===== src/rtl/alu_unit_pkg.sv =====
// alu_unit_pkg: shared widths, operation encodings and the result-queue entry type
package alu_unit_pkg;
  localparam int ROB_SZ_LOG = 4;
  localparam logic HIGH = 1'b1;
  localparam logic LOW = 1'b0;
  localparam logic [3:0] LAD = 4'd0;
  localparam logic [3:0] STR = 4'd1;
  localparam logic [3:0] ARITH = 4'd2;
  localparam logic [3:0] ARITHI = 4'd3;
  localparam logic [3:0] BRANCH = 4'd4;
  localparam logic [3:0] JAL = 4'd5;
  localparam logic [3:0] JALR = 4'd6;
  localparam logic [3:0] LUI = 4'd7;
  localparam logic [3:0] AUIPC = 4'd8;
  localparam logic [3:0] ADD = 4'd0;
  localparam logic [3:0] SUB = 4'd1;
  localparam logic [3:0] SLL = 4'd2;
  localparam logic [3:0] SLT = 4'd3;
  localparam logic [3:0] SLTU = 4'd4;
  localparam logic [3:0] XOR = 4'd5;
  localparam logic [3:0] SRL = 4'd6;
  localparam logic [3:0] SRA = 4'd7;
  localparam logic [3:0] OR = 4'd8;
  localparam logic [3:0] AND = 4'd9;
  localparam logic [3:0] BEQ = 4'd0;
  localparam logic [3:0] BNE = 4'd1;
  localparam logic [3:0] BLT = 4'd4;
  localparam logic [3:0] BGE = 4'd5;
  localparam logic [3:0] BLTU = 4'd6;
  localparam logic [3:0] BGEU = 4'd7;
  typedef struct packed {
    logic [ROB_SZ_LOG:0] rd;
    logic [31:0] res;
    logic brc;
    logic [31:0] tgt;
  } alu_ent_t;
endpackage


===== src/rtl/alu_unit_exec.sv =====
// alu_exec: combinational RV32I integer and control-flow datapath
module alu_exec
  import alu_unit_pkg::*;
(
  input  logic [31:0] vj,
  input  logic [31:0] vk,
  input  logic [31:0] imm,
  input  logic [31:0] pc,
  input  logic [3:0]  opcode,
  input  logic [3:0]  optype,
  output logic [31:0] res,
  output logic        brc,
  output logic [31:0] tgt_pc
);
  logic [31:0] b;
  logic [31:0] pc4;
  logic [31:0] arith;
  logic [4:0]  sh;
  logic        taken;
  assign b = (optype == ARITHI) ? imm : vk;
  assign sh = b[4:0];
  assign pc4 = pc + 32'd4;
  // arithmetic result for register and immediate forms
  always_comb begin
    case (opcode)
      ADD:     arith = vj + b;
      SUB:     arith = vj - b;
      SLL:     arith = vj << sh;
      SLT:     arith = {31'b0, $signed(vj) < $signed(b)};
      SLTU:    arith = {31'b0, vj < b};
      XOR:     arith = vj ^ b;
      SRL:     arith = vj >> sh;
      SRA:     arith = 32'($signed(vj) >>> sh);
      OR:      arith = vj | b;
      AND:     arith = vj & b;
      default: arith = '0;
    endcase
  end
  // branch condition, always comparing the two register operands
  always_comb begin
    case (opcode)
      BEQ:     taken = vj == vk;
      BNE:     taken = vj != vk;
      BLT:     taken = $signed(vj) < $signed(vk);
      BGE:     taken = $signed(vj) >= $signed(vk);
      BLTU:    taken = vj < vk;
      BGEU:    taken = vj >= vk;
      default: taken = LOW;
    endcase
  end
  // select result, branch flag and actual next PC by instruction class
  always_comb begin
    res = '0;
    brc = LOW;
    tgt_pc = pc4;
    case (optype)
      ARITH, ARITHI: res = arith;
      LUI:           res = imm;
      AUIPC:         res = pc + imm;
      BRANCH: begin
        res = {31'b0, taken};
        brc = HIGH;
        tgt_pc = taken ? pc + imm : pc4;
      end
      JAL: begin
        res = pc4;
        brc = HIGH;
        tgt_pc = pc + imm;
      end
      JALR: begin
        res = pc4;
        brc = HIGH;
        tgt_pc = (vj + imm) & ~32'h1;
      end
      LAD, STR:      res = '0;
      default:       res = '0;
    endcase
  end
endmodule


===== src/rtl/alu_unit.sv =====
// alu_unit: issue-side ALU with in-order result FIFO broadcasting on the ALU CDB
module alu_unit
  import alu_unit_pkg::*;
#(
  parameter int RES_Q_SZ = 4,
  parameter int RES_Q_SZ_LOG = 2
) (
  input  logic                  clk,
  input  logic                  rst,
  input  logic                  rdy,
  input  logic                  reset,
  input  logic                  run_cal,
  input  logic [31:0]           in_Vj,
  input  logic [31:0]           in_Vk,
  input  logic [31:0]           in_imm,
  input  logic [31:0]           in_pc,
  input  logic [3:0]            in_opcode,
  input  logic [3:0]            in_optype,
  input  logic [ROB_SZ_LOG:0]   in_dest,
  input  logic                  cdb_gnt,
  output logic                  alu_full,
  output logic                  run_upd_alu,
  output logic [ROB_SZ_LOG:0]   alu_rd,
  output logic [31:0]           alu_res,
  output logic                  alu_brc,
  output logic [31:0]           alu_tgt_pc
);
  localparam int CW = RES_Q_SZ_LOG + 1;
  localparam logic [CW-1:0] FULL_TH = CW'(RES_Q_SZ - 1);
  localparam logic [CW-1:0] Q_SZ = CW'(RES_Q_SZ);
  alu_ent_t mem_q [RES_Q_SZ];
  alu_ent_t mem_d [RES_Q_SZ];
  alu_ent_t ent;
  logic [RES_Q_SZ_LOG-1:0] head_q, head_d, tail_q, tail_d;
  logic [CW-1:0] count_q, count_d;
  logic [31:0] ex_res, ex_tgt;
  logic ex_brc, push, pop;
  alu_exec u_exec (
    .vj(in_Vj),
    .vk(in_Vk),
    .imm(in_imm),
    .pc(in_pc),
    .opcode(in_opcode),
    .optype(in_optype),
    .res(ex_res),
    .brc(ex_brc),
    .tgt_pc(ex_tgt)
  );
  assign ent = '{rd: in_dest, res: ex_res, brc: ex_brc, tgt: ex_tgt};
  assign pop = run_upd_alu & cdb_gnt;
  assign push = run_cal & ((count_q != Q_SZ) | pop);
  assign run_upd_alu = count_q != '0;
  assign alu_full = count_q >= FULL_TH;
  assign alu_rd = mem_q[head_q].rd;
  assign alu_res = mem_q[head_q].res;
  assign alu_brc = mem_q[head_q].brc;
  assign alu_tgt_pc = mem_q[head_q].tgt;
  // next FIFO state: pause holds everything, flush empties, otherwise push/pop
  always_comb begin
    mem_d = mem_q;
    head_d = head_q;
    tail_d = tail_q;
    count_d = count_q;
    if (rdy && reset) begin
      head_d = '0;
      tail_d = '0;
      count_d = '0;
    end else if (rdy) begin
      if (push) mem_d[tail_q] = ent;
      tail_d = push ? tail_q + 1'b1 : tail_q;
      head_d = pop ? head_q + 1'b1 : head_q;
      count_d = count_q + CW'(push) - CW'(pop);
    end
  end
  // state registers
  always_ff @(posedge clk) begin
    if (rst) begin
      mem_q <= '{default: '0};
      head_q <= '0;
      tail_q <= '0;
      count_q <= '0;
    end else begin
      mem_q <= mem_d;
      head_q <= head_d;
      tail_q <= tail_d;
      count_q <= count_d;
    end
  end
endmodule


===== config.mk =====
export PLATFORM = sky130hd
export DESIGN_NAME = alu_unit
export DESIGN_NICKNAME = d
export VERILOG_FILES = /design/src/rtl/alu_unit_pkg.sv /design/src/rtl/alu_unit_exec.sv /design/src/rtl/alu_unit.sv
export SDC_FILE = /design/constraint.sdc
export NUM_CORES = 1
export LEC_CHECK = 0
export ABC_AREA = 0
export CAP_MARGIN = 20
export CORE_MARGIN = 1.5
export CORE_UTILIZATION = 55
export DETAILED_ROUTE_END_ITERATION = 10
export PLACE_DENSITY = 0.79
export SKIP_CTS_REPAIR_TIMING = 1
export SYNTH_ARGS = -nofsm -noshare
export SYNTH_HDL_FRONTEND = slang
export SYNTH_SLANG_ARGS = --single-unit

===== constraint.sdc =====
create_clock -name clk -period 6.75 [get_ports clk]
set_input_delay 1.0125 -clock clk [delete_from_list [all_inputs] [get_ports clk]]
set_output_delay 1.0125 -clock clk [all_outputs]
set_load 0.1 [all_outputs]

== After elaboration in Yosys (flattened, before gate mapping) ==
Cells that the tools add are included.

* Add/sub/neg operators: 9
* $lt $le $gt $ge: 10
* Eq/ne operators: 19
* Shifts and indexed selects: 3
* Muxes and demuxes: 13
* Bitwise gates (word level): 9
* Reductions and logical operators: 11

{| class="wikitable"
|+ Operator list
! operator !! count
|-
| $pmux W32 S10 || 1
|-
| $bwmux W280 || 1
|-
| $mux W70 || 3
|-
| $pmux W32 S5 || 1
|-
| $bmux W70 S2 || 1
|-
| $demux W70 S2 || 1
|-
| $lt A32 B32 Y1 || 4
|-
| $add A32 B32 Y32 || 3
|-
| $pmux W32 S3 || 1
|-
| $ge A32 B32 Y1 || 2
|-
| $mux W32 || 2
|-
| $add A32 B3 Y32 const B || 1
|-
| $and A32 B32 Y32 || 1
|-
| $eq A32 B32 Y1 || 1
|-
| $eq A4 B3 Y1 const B || 8
|-
| $ne A32 B32 Y1 || 1
|-
| $or A32 B32 Y32 || 1
|-
| $shl A32 B5 Y32 || 1
|-
| $shr A32 B5 Y32 || 1
|-
| $sshr A32 B5 Y32 || 1
|-
| $sub A32 B32 Y32 || 1
|-
| $xor A32 B32 Y32 || 1
|-
| $eq A4 B2 Y1 const B || 4
|-
| $eq A4 B4 Y1 const B || 3
|-
| 21 further kinds || 29
|}

* Register bits: 287
* Input bits: 147
* Logic and storage cells: 93

== Longest topological paths before layout ==
Gate-level depths: netlist of the first run.

* Depth in word-level cells: 6
* Gate-level depth with buffers: 22
* Depth with buffers taken out: 16

== By module ==
A second synthesis of the first run with hierarchy kept.

* Cells, all modules: 3474
* Area total of the unflattened synthesis: 28603.7 µm²

{| class="wikitable"
|+ Modules (own cells, without submodules)
! module !! times used !! cells each !! area an instance (µm²) !! sequential area each (µm²)
|-
| alu_exec || 1 || 2347 || 15366.0 || 0.0
|-
| alu_unit || 1 || 1127 || 13237.7 || 5745.5
|}

== Worst setup path before layout of the first run ==
No wires, ideal clock.

* Kind: input to register
* From: input port in_optype[3]
* To: register mem_q[133] (netlist bit)
* Arrival: 5132 ps
* Data required time: 6613 ps
* Path slack: 1481 ps
* Cell stages on the path: 22
* Buffers on the path: 6
* Cell sequence: and4bb_4 -> buf_6 -> mux2_4 -> buf_6 -> buf_6 -> buf_6 -> buf_6 -> buf_2 -> ha_1 -> inv_1 -> fa_1 -> nand2b_1 -> a21o_1 -> a31o_2 -> a31oi_1 -> o211ai_1 -> a2111oi_0 -> a211o_1 -> xnor2_1 -> nor2_1 -> nor4_2 -> a211oi_1

* Cells in the longest elaborated chain, start to end: 6
* Elaborated cells on any way between the ends: 21
* Classes of those cells: add/sub (2); eq/ne (7); shift (3); mux (4); bitwise (3); reduce/logical (2)

{| class="wikitable"
|+ RTL lines
! what !! RTL line !! source
|-
| start, declared || alu_unit.sv:18 || <nowiki>input logic [3:0] in_optype,</nowiki>
|-
| $eq A4 B2 Y1 || alu_unit_exec.sv:20, alu_unit_exec.sv:56 ||
|-
| $mux W32 || alu_unit_exec.sv:20 || <nowiki>assign b = (optype == ARITHI) ? imm : vk;</nowiki>
|-
| $sub A32 B32 Y32, or another cell as far along || alu_unit_exec.sv:27 || <nowiki>SUB: arith = vj - b;</nowiki>
|-
| $pmux W32 S10 || alu_unit_exec.sv:25 || <nowiki>case (opcode)</nowiki>
|-
| $pmux W32 S5 (*) || alu_unit_exec.sv:56 || <nowiki>case (optype)</nowiki>
|-
| $bwmux W280 (*) || alu_unit.sv:69 || <nowiki>if (push) mem_d[tail_q] = ent;</nowiki>
|-
| end signal, assigned || alu_unit.sv:83 || <nowiki>mem_q <= mem_d;</nowiki>
|-
| end, declared || alu_unit.sv:31 || <nowiki>alu_ent_t mem_q [RES_Q_SZ];</nowiki>
|}

Mark *: on every way between the ends. The rest lies on a longest branch, timed or not.
A chain may end at the register's enable or synchronous reset.

== Final worst setup path of the first run ==
* From: input port in_optype[3]
* To: register mem_q[265] (netlist bit)

The elaborated chain is that of the path after synthesis.

==> results.toml, run 1 <==
[grt]
met2_usage_pct = 66.6
antenna_found_initial = 4
grt_pass1_wl_um = 178000
top_usage_layer = "met2"
overflow = 0
grt_max_degree = 155
grt_pass1_vias = 27200
use_met1_pct = 62.2
grt_use_met3_pct = 13.3
grt_util_all_layers_pct = 47.3

[place]
post_dp_cell_area_um2 = 29900
place_congestion = 1.18
place_inst = 4171
pre_cts_ws_ns = 0.573
hpwl_um = 93900
port-buffer-count = 218

[synth]
yosysWarnings = 0
synth.avg_cell_area_um2 = 7.77
synth.yosys.seq_area_share_pct = 21.3
synth_edf_count = 0
synthFlopType = "dfxtp_1"
async_reset_ff_share_pct = 0
synthesis.nets = 3809
synthesis.area_um2 = 26900
netlist_instances = 3464
synth.distinct_cells = 93
synth_seq_cells = 287

[power_and_ir_drop]
pwr-share-clk_pct = 25.7
p_sw_share_pct = 39.9
p_sw_mw = 2.14
combPwrFrac_pct = 41.7
p_int_mw = 3.21
power_density_nw_per_um2 = 174
p_leak_nw = 11.7
peakVddDrop_uv = 153
seqPwrFrac_pct = 32.6

[critical_path]
crit_type = "primary input to flip-flop"
cp_common_cell = "nor2_1"
startpoint_type = "primary input"
crit_path_cell_trace = "clkdlybuf4s50_1 > and4bb_4 > nor2_1 > a21o_1 > inv_1 > ha_1 > nor4_1 > nand2_1 > a31oi_1 > nor2_1 > o41ai_1 > nor2_1 > xor2_1 > a221oi_1 > nor3_1 > o2bb2ai_1"
path_buf_inv = 2
regToRegStartpoint = "count_q[1]"
crit_required_ns = 7.13
cpPeakStageDelay_ns = 0.75
regToRegSetupSlack_ns = 3.56
path_depth = 16
slowest_stage = "and4bb_4"
worstSetupEndpoint = "mem_q[265]"
crit_path_end_kind = "flip-flop"
worstSetupStartpoint = "in_optype[3]"
rr_endpoint = "mem_q[186]"
crit_family = "simple AND/OR/NAND/NOR gates"
cp_data_arrival_time_ns = 6.22
cp_max_fo = 32
reg2regPathDepth = 7

[sta]
worst_pin_slew_ns = 1.45
setup_tns_ns = 0
slew_viol_final = 0
post-route-period-util_pct = 86.5
rsz0062_at_grt = "false"
slew-limit-headroom_pct = 3.07
worst_slack_ns = 0.912
hold_ws_ns = 0.456
finalHoldViolCount = 0
finalSetupViolations = 0
timing.fmax_mhz = 171
period_minus_slack_ns = 5.84
skew_ns = 0.0156

[layout]
final_cells = 4215
multiInputGateArea_um2 = 19600
layout_commonest_cell = "nor2_1"
n_fill_cell = 4301
fin_area_um2 = 30700
drive_above_1_share_pct = 9.50
final_cell_mix = "503 x nor2_1, 285 x dfxtp_1, 284 x nand2_1, 240 x a211oi_1, 239 x a21oi_1"
final_nets = 3929
regArea_um2 = 5750
antennaDiodeCount = 0
synthToLayoutAreaGrowth_pct = 14.0

[run_status]
violations = "DRC"
status = "finished with violations"

[clock_network]
cts_buffers = 24
cts_tree = "yes"
path_clk_slew_ns = 0.07
cts_root_buffer = "clkbuf_16"
h-tree-depth = 1
clock_sinks = 287
cts_max_path_buffers = 3
insertion_delay_ns = 0.54

[job]
max_cap_violations = 0

[worst_hold_path]
hold_depth = 2
hp-class = "flip-flop to flip-flop"
hp-start = "mem_q[208]"

[floorplan]
die_w_um = 224
core_um2 = 48000
initial_utilization_pct = 56.0
die-area_um2 = 50300
fp-row-count = 80
ios = 219
dieHeight_um = 224

[drt]
vias = 29800
viasPerCell = 7.07
routed_wl_um = 123000
dr.pass1.iters = 11
ant_nets = 0
drc = 1
wl_per_cell_um = 29.2
drt_iter0_drc = 4842
## cell usage after synthesis (all sizes together), types with 28 or more instances
library cell | instances | area [um^2]
nand2 | 284 | 1070
ha | 194 | 2430
o21a | 28 | 211
a21oi | 244 | 1240
nand2b | 28 | 175
o21ai | 160 | 801
o211ai | 44 | 330
and3 | 28 | 175
mux2i | 112 | 1140
nor3 | 66 | 347
o221ai | 29 | 254
xnor2 | 75 | 657
a211oi | 245 | 1870
xor2 | 43 | 377
a221oi | 35 | 344
a31oi | 49 | 307
inv | 158 | 601
clkbuf | 194 | 728
dfxtp | 287 | 5750
a21o | 74 | 556
buf | 60 | 349
o22ai | 41 | 257
nand3 | 57 | 285
nor2 | 505 | 1900
mux4 | 87 | 1960
## cell type report
type | instances | area share [%]
clock inverter | 14 | 0.436
inverter | 160 | 1.98
tap | 615 | 2.51
multi-input combinational | 2763 | 63.7
sequential | 287 | 18.7
clock buffer | 28 | 2.07
timing repair buffer | 348 | 10.6
## metrics by stage
stage / power [mW] / utilization (%)
final: 5.35 / 63.9
after CTS: 5.25 / 63.8
after detailed placement: 3.89 / 62.2
after global routing: 5.51 / 63.9
after global placement: 3.90 / 62.2
after floorplan: 3.14 / -
## metal layers
metal  part of all wire, %  vias to the layer above
met2                    40                     2253
met4                   8.6                        6
met3                    13                      521
met1                    38                    13900
met5                 0.033                        -
li1                      -                    13100
## flip-flops by register name, indices dropped and copies added (netlist names)
signal   flops
head_q       2
tail_q       2
mem_q      280
count_q      3
## kinds of logic (layout without fill, tap and decap cells)
logic type	Yosys count	in the layout	synth area share, %
simple gates	1094	1094	17.9
mux	211	211	12.0
xor+xnor	118	118	3.84
fa+ha+maj	198	198	9.31
buf+inv	414	550	6.26
flops	287	287	21.3
compound gates	1142	1142	29.3
## power by group through the flow
stage,registers (mW),logic [mW],clock network (mW)
2_1_floorplan,1.77,1.36,0
3_3_place_gp,1.78,2.12,0
3_5_place_dp,1.78,2.11,0
4_1_cts,1.74,2.12,1.39
5_1_grt,1.75,2.31,1.45
6_report,1.74,2.23,1.38
## worst register-to-register path, delay by kind of cell (launching register included)
| kind | cells | cell delay (ns) |
|---|---|---|
| buf+inv | 1 | 0.51 |
| simple gates | 4 | 1.71 |
| compound gates | 2 | 0.40 |
| flops | 1 | 0.44 |
## worst min path at each step
stage | end | slack, ns
after floorplan | mem_q[102] | 0.43
final | mem_q[208] | 0.46
after CTS | mem_q[67] | 0.46
after global placement | mem_q[32] | 0.44
after global routing | mem_q[276] | 0.48
after detailed placement | mem_q[67] | 0.45
Note: power is estimated with default switching activity, not from simulation.
==> inputs of run 2 (changes only) <==
--- a/config.mk
+++ b/config.mk
@@ -10,6 +10,7 @@
 export CORE_MARGIN = 1.5
 export CORE_UTILIZATION = 55
 export DETAILED_ROUTE_END_ITERATION = 10
+export MAX_ROUTING_LAYER = met4
 export PLACE_DENSITY = 0.79
 export SKIP_CTS_REPAIR_TIMING = 1
 export SYNTH_ARGS = -nofsm -noshare
==> results.toml, run 2 (synthesis gave the netlist of run 1 again) <==
[clock_network]
path_clk_slew_ns = 0.08
cts_buffers = 24
clock_sinks = 287
cts_max_path_buffers = 3
cts_root_buffer = "clkbuf_16"
insertion_delay_ns = 0.55
cts_tree = "yes"
h-tree-depth = 1

[layout]
multiInputGateArea_um2 = 19600
regArea_um2 = 5750
drive_above_1_share_pct = 9.29
final_cell_mix = "503 x nor2_1, 285 x dfxtp_1, 284 x nand2_1, 240 x a211oi_1, 239 x a21oi_1"
final_util_pct = 63.8
n_fill_cell = 4280
largest_reg_flops = 280
regMostFlops = "mem_q"
final_cells = 4215
largestRegisters = "mem_q x280, count_q x3"
synthToLayoutAreaGrowth_pct = 13.9
final_nets = 3926
layout_commonest_cell = "nor2_1"

[grt]
antenna_found_initial = 4
grt_pass1_wl_um = 177000
grt_max_degree = 138
overflow = 0
grt_util_all_layers_pct = 48.3
grt_pass1_vias = 26900

[drt]
vias = 29800
viasPerCell = 7.06
drt_iter0_drc = 4823
wl_per_cell_um = 28.9
routed_wl_um = 122000
ant_nets = 0
drc = 0
dr.pass1.iters = 9

[sta]
rsz0062_at_grt = "false"
post-route-period-util_pct = 86.4
timing.fmax_mhz = 171
setup_tns_ns = 0
hold_ws_ns = 0.457
finalHoldViolCount = 0
period_minus_slack_ns = 5.83
finalSetupViolations = 0
slew_viol_final = 1
worst_slack_ns = 0.918
skew_ns = 0.0385
worst_pin_slew_ns = 1.53
slew-limit-headroom_pct = -2.21

[worst_hold_path]
hp-start = "mem_q[135]"
hp-class = "flip-flop to flip-flop"

[place]
hpwl_um = 93700
place_inst = 4169
place_congestion = 1.18
port-buffer-count = 218
pre_cts_ws_ns = 0.502

[floorplan]
initial_utilization_pct = 56.0
dieHeight_um = 224
fp-row-count = 80
die-area_um2 = 50300
ios = 219
die_w_um = 224
core_um2 = 48000

[run_status]
status = "finished with violations"
violations = "slew limit"

[critical_path]
cp_max_fo = 34
startpoint_type = "primary input"
cp_data_arrival_time_ns = 6.26
regToRegStartpoint = "count_q[1]"
crit_type = "primary input to flip-flop"
crit_path_end_kind = "flip-flop"
worstSetupStartpoint = "in_optype[3]"
crit_required_ns = 7.18

[power_and_ir_drop]
p_leak_nw = 11.7
power_density_nw_per_um2 = 176
peakVddDrop_uv = 175

[job]
max_cap_violations = 0
==> run 2: critical path: stages <==
cell and delay, ns:
clkdlybuf4s50_1 0.50, and4bb_4 0.77, buf_4 0.36, a21o_1 0.18, inv_1 0.07, ha_1 0.42, inv_1 0.14, a21oi_1 0.29
o21ba_2 0.17, o21ai_0 0.18, nand2b_1 0.17, a31oi_1 0.17, or4_1 0.55, a21oi_1 0.32, a31oi_1 0.16, or4b_4 0.56
o21a_1 0.19
==> run 2: final cells by class <==
class	count	area share, %
multi-input combinational	2763	63.8
timing repair buffer	345	10.3
sequential	287	18.8
inverter	160	1.98
antenna	4	0.0326
clock buffer	35	2.29
clock inverter	6	0.310
tap	615	2.51
==> run 2: report_power, final <==
part	internal [mW]	leakage [nW]	total (mW)	switching, mW
registers	1.72	2.32	1.75	0.0248
clock network	0.800	0.392	1.42	0.625
logic	0.734	9.00	2.22	1.49
==> run 2: stage by stage <==
stage	instance area [um^2]	power [mW]
2_1_floorplan	26900	3.14
3_3_place_gp	29800	3.90
3_5_place_dp	29800	3.89
4_1_cts	30600	5.30
5_1_grt	30700	5.55
6_report	30700	5.39
==> run 2: per-layer routing <==
metal	up-vias	GRT usage (%)	wire [um]
met5	-	-	0
met1	14000	62.0	47100
met4	0	29.7	9850
li1	13100	-	-
met2	2195	68.1	49500
met3	499	11.7	15300
==> run 2: final timing paths <==
path | slack [ns] | endpoint | cells past startpoint
hold / removal | 0.46 | mem_q[135] | 2
hold reg to reg | 0.46 | mem_q[135] | 2
setup reg to reg | 3.63 | mem_q[263] | 7
setup / recovery | 0.92 | mem_q[64] | 17
